File: src/rtl/reg_scoreboard.sv
// Register write scoreboard: per-register pending-write counters with a decode-stage stall.
// Optional macro SCOREBOARD_BYPASS_EN lets a same-cycle write-back clear the hazard it resolves.
module reg_scoreboard #(
  parameter int CNT_W = 2,
  parameter int NREG  = 32
) (
  input  logic            clk,
  input  logic            reset,
  input  logic            issue_valid,
  input  logic            issue_wr,
  input  logic [4:0]      issue_rd,
  input  logic [4:0]      issue_rn,
  input  logic [4:0]      issue_rm,
  input  logic            issue_use_rm,
  input  logic            wb_valid,
  input  logic [4:0]      wb_rd,
  output logic            stall,
  output logic [NREG-1:0] busy,
  output logic            underflow_err
);

  localparam logic [CNT_W-1:0] CNT_MAX  = {CNT_W{1'b1}};
  localparam logic [CNT_W-1:0] CNT_ONE  = {{(CNT_W-1){1'b0}}, 1'b1};
  localparam logic [CNT_W-1:0] CNT_ZERO = {CNT_W{1'b0}};

  logic [CNT_W-1:0] cnt_q [NREG];
  logic [CNT_W-1:0] cnt_d [NREG];
  logic [NREG-1:0]  busy_q, busy_d;
  logic             uf_q, uf_d;

  logic [CNT_W-1:0] cnt_rn_s, cnt_rm_s, cnt_rd_s, cnt_wb_s;
  logic             raw_n_s, raw_m_s, sat_s, stall_s;
  logic             accepted_s, retire_s;

  // X31 and any address at or beyond NREG-1 are never tracked
  function automatic logic tracked(input logic [4:0] addr);
    return int'(addr) < (NREG - 1);
  endfunction

  // One-hot decode of the four register addresses into counter reads
  always_comb begin
    cnt_rn_s = CNT_ZERO;
    cnt_rm_s = CNT_ZERO;
    cnt_rd_s = CNT_ZERO;
    cnt_wb_s = CNT_ZERO;
    for (int i = 0; i < NREG - 1; i++) begin
      cnt_rn_s = cnt_rn_s | (cnt_q[i] & {CNT_W{int'(issue_rn) == i}});
      cnt_rm_s = cnt_rm_s | (cnt_q[i] & {CNT_W{int'(issue_rm) == i}});
      cnt_rd_s = cnt_rd_s | (cnt_q[i] & {CNT_W{int'(issue_rd) == i}});
      cnt_wb_s = cnt_wb_s | (cnt_q[i] & {CNT_W{int'(wb_rd) == i}});
    end
  end

  // Hazard terms and the stall decision
  always_comb begin
    retire_s = wb_valid && tracked(wb_rd);
    raw_n_s  = tracked(issue_rn) && (cnt_rn_s != CNT_ZERO);
    raw_m_s  = issue_use_rm && tracked(issue_rm) && (cnt_rm_s != CNT_ZERO);
    sat_s    = issue_wr && tracked(issue_rd) && (cnt_rd_s == CNT_MAX);
`ifdef SCOREBOARD_BYPASS_EN
    // The last outstanding write retiring now satisfies the read this cycle
    raw_n_s  = raw_n_s && !(retire_s && (wb_rd == issue_rn) && (cnt_rn_s == CNT_ONE));
    raw_m_s  = raw_m_s && !(retire_s && (wb_rd == issue_rm) && (cnt_rm_s == CNT_ONE));
    sat_s    = sat_s && !(retire_s && (wb_rd == issue_rd));
`else
    raw_n_s  = raw_n_s;
    raw_m_s  = raw_m_s;
    sat_s    = sat_s;
`endif
    stall_s    = issue_valid && (raw_n_s || raw_m_s || sat_s);
    accepted_s = issue_valid && !stall_s && issue_wr && tracked(issue_rd);
  end

  // Next-state counters: a same-register issue and retire cancel out
  always_comb begin
    for (int i = 0; i < NREG; i++) begin
      if (accepted_s && (int'(issue_rd) == i) && retire_s && (int'(wb_rd) == i)) begin
        cnt_d[i] = cnt_q[i];
      end else if (accepted_s && (int'(issue_rd) == i)) begin
        cnt_d[i] = cnt_q[i] + CNT_ONE;
      end else if (retire_s && (int'(wb_rd) == i) && (cnt_q[i] != CNT_ZERO)) begin
        cnt_d[i] = cnt_q[i] - CNT_ONE;
      end else begin
        cnt_d[i] = cnt_q[i];
      end
      busy_d[i] = (cnt_d[i] != CNT_ZERO);
    end
    uf_d = uf_q || (retire_s && (cnt_wb_s == CNT_ZERO));
  end

  // State registers with synchronous reset
  always_ff @(posedge clk) begin
    if (reset) begin
      for (int i = 0; i < NREG; i++) begin
        cnt_q[i] <= CNT_ZERO;
      end
      busy_q <= {NREG{1'b0}};
      uf_q   <= 1'b0;
    end else begin
      for (int i = 0; i < NREG; i++) begin
        cnt_q[i] <= cnt_d[i];
      end
      busy_q <= busy_d;
      uf_q   <= uf_d;
    end
  end

  assign stall         = stall_s;
  assign busy          = busy_q;
  assign underflow_err = uf_q;

endmodule

File: config.mk
export PLATFORM = sky130hd
export DESIGN_NAME = reg_scoreboard
export DESIGN_NICKNAME = d
export VERILOG_FILES = /design/src/rtl/reg_scoreboard.sv
export SDC_FILE = /design/constraint.sdc
export NUM_CORES = 1
export LEC_CHECK = 0
export ABC_CLOCK_PERIOD_IN_PS = 4610
export CORE_UTILIZATION = 60
export DETAILED_ROUTE_END_ITERATION = 10
export PLACE_DENSITY = 0.89
export REMOVE_ABC_BUFFERS = 1
export SYNTH_ARGS = -nofsm -noshare
export SYNTH_HDL_FRONTEND = slang
export SYNTH_SLANG_ARGS = --single-unit
File: constraint.sdc
create_clock -name clk -period 4.61 [get_ports clk]
set_input_delay 1.1525 -clock clk [delete_from_list [all_inputs] [get_ports clk]]
set_output_delay 1.1525 -clock clk [all_outputs]
set_load 0.005 [all_outputs]
==> out/results.txt <==
sw frac - 0.355
worst min path class - flop to flop
skew final - 0.0115 ns
Crit Path Class - primary input to output pin
Period minus WS final - 4.61 ns
placed cell area - 0.0103 mm²
internal power - 1.80 mW
routed length per instance - 23.8 µm
CTS tree - built
Slew Limit Fails - 0
layout cells sized above 1 - 0.193
routed wire length - 35.3 mm
number of synthesized register bits - 97
Post-Synth Simple-Gate Area - 0.259
Comb pwr share - 0.312
row count - 43
Compound-Gate Fraction of Synth Area - 0.284
H-Tree Depth - 3
Synth async-reset ratio - 0
die area - 0.0148 mm²
die width - 122 µm
count of final setup violators - 0
WP data arrival - 3.46 ns
CP max FO - 13
family with the most delay on the worst path - buffers and inverters
slowest CP cell - or4b_4
main combinational cell family by area after synthesis - compound AO/OA/AOI/OAI gates
GRT overflow - 0
CORE AREA - 0.0139 mm²
clock power share - 0.308
Max Cap Viol - 0
Ys Warns - 0
top_reg_cell synth - dfxtp_1
relative slew slack - 0.472
# fillers - 1049
cell area power density - 260 mW/mm²
post-synth cell types - 94
Fmax - 0.217 GHz
Max Buffers Root-to-Sink - 2
initial core utilization - 0.615
cell taking the most area after synthesis - dfxtp_1
DR iter-0 viols - 1553
antenna violations before repair - 0
Clock Latency Late Sink - 0.37 ns
CTS root buf - clkbuf_16
largest net degree at the start of global routing - 61
Worst setup SP type - primary input
Worst Path Required - 3.46 ns
CP endpoint kind - output pin
clock-pin slew on the worst setup and hold paths - 0.07 ns
top cell type's share of synthesized area - 0.226
Cells after Synth - 1136
Peak VDD IR - 0.290 mV
post-synthesis mux area share - 0.0846
clk sinks - 97
final cell count without fillers - 1482
Tcrit/Tclk final - 1.00
final hold viol count - 0
hold-fix buffer count after cts - 0
Util after Layout - 0.770
Worst path most repeated cell - buf_4
# DRC - 0
via count - 10200
antenna-violating nets left - 0
ant diodes - 0
vias in the first global route - 9187
Seq pwr share - 0.380
vias per cell - 6.88
boundary pin count - 60
Switch Pwr - 0.991 mW
Finished Cell Area - 0.0107 mm²
P_leak - 4.02 nW
Netlist Area Pre-Place - 0.00857 mm²
average size of a mapped cell - 7.55 µm²
CP Cell Sequence - clkdlybuf4s50_1 -> buf_4 -> nor2_1 -> a21oi_1 -> nor3_1 -> or4b_4 -> nor4_4 -> buf_4 -> a41oi_2 -> buf_2
Nets - 1355
IO Port Bufs - 59
Slowest Stage Delay on Critical Path - 0.55 ns
HPWL reported at the end of detailed placement - 26.3 mm
Worst Max-Slew Pin Slew - 0.791 ns
synth top area cells - dfxtp_1, mux2i_1, nor2_1, ha_1, nand2_1
area share of xor/xnor cells in the synthesized design - 0.0225
gpl congestion - 1.10
status - finished clean
DRT Pass-1 Iters - 7
Post-synth EDFFs - 0
Post-Synth Adder-Cell Area - 0.0452
register area share after synthesis - 0.226
total CTS buffers - 9
first-pass GRT wire length - 52.1 mm
die height - 122 µm
TNS Setup - 0 ns
placed cell count - 1461
CP Buf/Inv Count - 4
Area Growth Syn to Fin - 25.1%
Total GRT Usage - 0.478
[final timing paths]
kind / from / to / slack [ns] / cells after the start
min reg2reg: cnt_q[0][63] / cnt_q[0][63] / 0.44 / 2
min: cnt_q[0][63] / cnt_q[0][63] / 0.44 / 2
max: issue_rn[1] / stall / 0.002 / 10
max reg2reg: cnt_q[0][52] / cnt_q[0][29] / 1.06 / 13
[Yosys cell counts, drive strengths merged (6+ instances only)]
cell type / n
o32ai: 7
and4: 6
o211ai: 11
o2111ai: 6
nand3b: 11
o221ai: 6
nor2b: 16
or3: 6
nor3b: 7
o21a: 9
o22ai: 10
o21bai: 12
xnor2: 22
a211oi: 22
nand3: 63
buf: 40
nand4: 10
clkbuf: 36
a31o: 7
o311a: 8
o21ai: 63
a22oi: 12
nand2b: 15
and2: 11
nor2: 124
a31oi: 12
a221oi: 24
ha: 31
and3: 20
a21oi: 43
mux2i: 50
nand2: 87
or2: 6
nor4: 6
a311oi: 15
nor3: 35
inv: 78
mux2: 10
o31ai: 9
dfxtp: 97
[worst min-delay path, cell delays in order (launching register included)]
cell and delay [ns]:
dfxtp_1 0.30, inv_1 0.06, nor2_1 0.04
[cells by family (layout without fill, tap and decap cells)]
group / count (synthesis) / after routing
AO/OA/AOI/OAI: 330 / 330
adder cells (fa/ha/maj): 31 / 31
flip-flops: 97 / 97
multiplexers: 65 / 65
buffers and inverters: 155 / 321
XOR/XNOR: 22 / 22
AND/OR/NAND/NOR: 436 / 436
[registers in the layout (all words and copies together), names as in the netlist]
register	count
busy	32
cnt_q	64
underflow_err	1
[power by group through the flow]
stage / Clock [mW] / Combinational [mW] / Sequential, mW
6_report: 0.861 / 0.871 / 1.06
5_1_grt: 0.892 / 0.929 / 1.06
4_1_cts: 0.852 / 0.829 / 1.05
3_5_place_dp: 0 / 0.821 / 1.07
3_3_place_gp: 0 / 0.800 / 1.06
2_1_floorplan: 0 / 0.426 / 1.00
[cells in the final DEF, fill, tap and decap left out, types with 10 or more instances in the layout]
cell             Yosys  routed
nand3b_1            11      11
ha_1                31      31
nand3_1             62      62
o21bai_1            12      12
inv_1               78      78
nand4_1             10      10
a21oi_1             42      40
clkdlybuf4s50_1      0      53
mux2i_1             50      50
a311oi_1            14      13
buf_4                6     160
and3_1              20      19
a221oi_1            23      23
o21ai_0             61      58
nand2b_1            15      14
o22ai_1             10      10
dfxtp_1             97      97
nor2b_1             16      16
a211oi_1            17      17
xnor2_1             22      22
a31oi_1             12      11
a22oi_1             12      11
o211ai_1            11      11
nor3_1              32      32
nand2_1             87      87
nor2_1             122     122
and2_1              11      11
[layout make-up]
type | count | area [µm²] | area share
clock buffer | 9 | 225 | 0.0210
clock inverter | 6 | 97.6 | 0.00910
multi-input combinational | 884 | 6050 | 0.564
timing repair buffer | 227 | 1890 | 0.176
sequential | 97 | 1940 | 0.181
inverter | 79 | 298 | 0.0278
tap | 180 | 225 | 0.0210
[what timing repair did]
action	4_1_cts	5_1_grt
buffers inserted	0	4
resized for setup	10	18
gates cloned	0	2
setup endpoints to repair	1	1
pin swaps	0	3
[routing by layer]
metal  part of all wire  vias up  GRT usage
li1                   -     4565          -
met1               0.36     4650      0.576
met2               0.42      767      0.702
met3               0.14      219      0.172
met4              0.079        0      0.335
met5                  0        -     0.0174
[stage by stage]
step	hold slack, ns	setup slack [ns]	power [mW]
detailed placement	0.428	-0.387	1.89
floorplan	0.413	0.472	1.43
finish	0.437	0.00162	2.79
global placement	0.422	-0.410	1.86
global route	0.463	-0.0623	2.88
CTS	0.438	0.0485	2.73
Note: power is estimated with default switching activity, not from simulation.
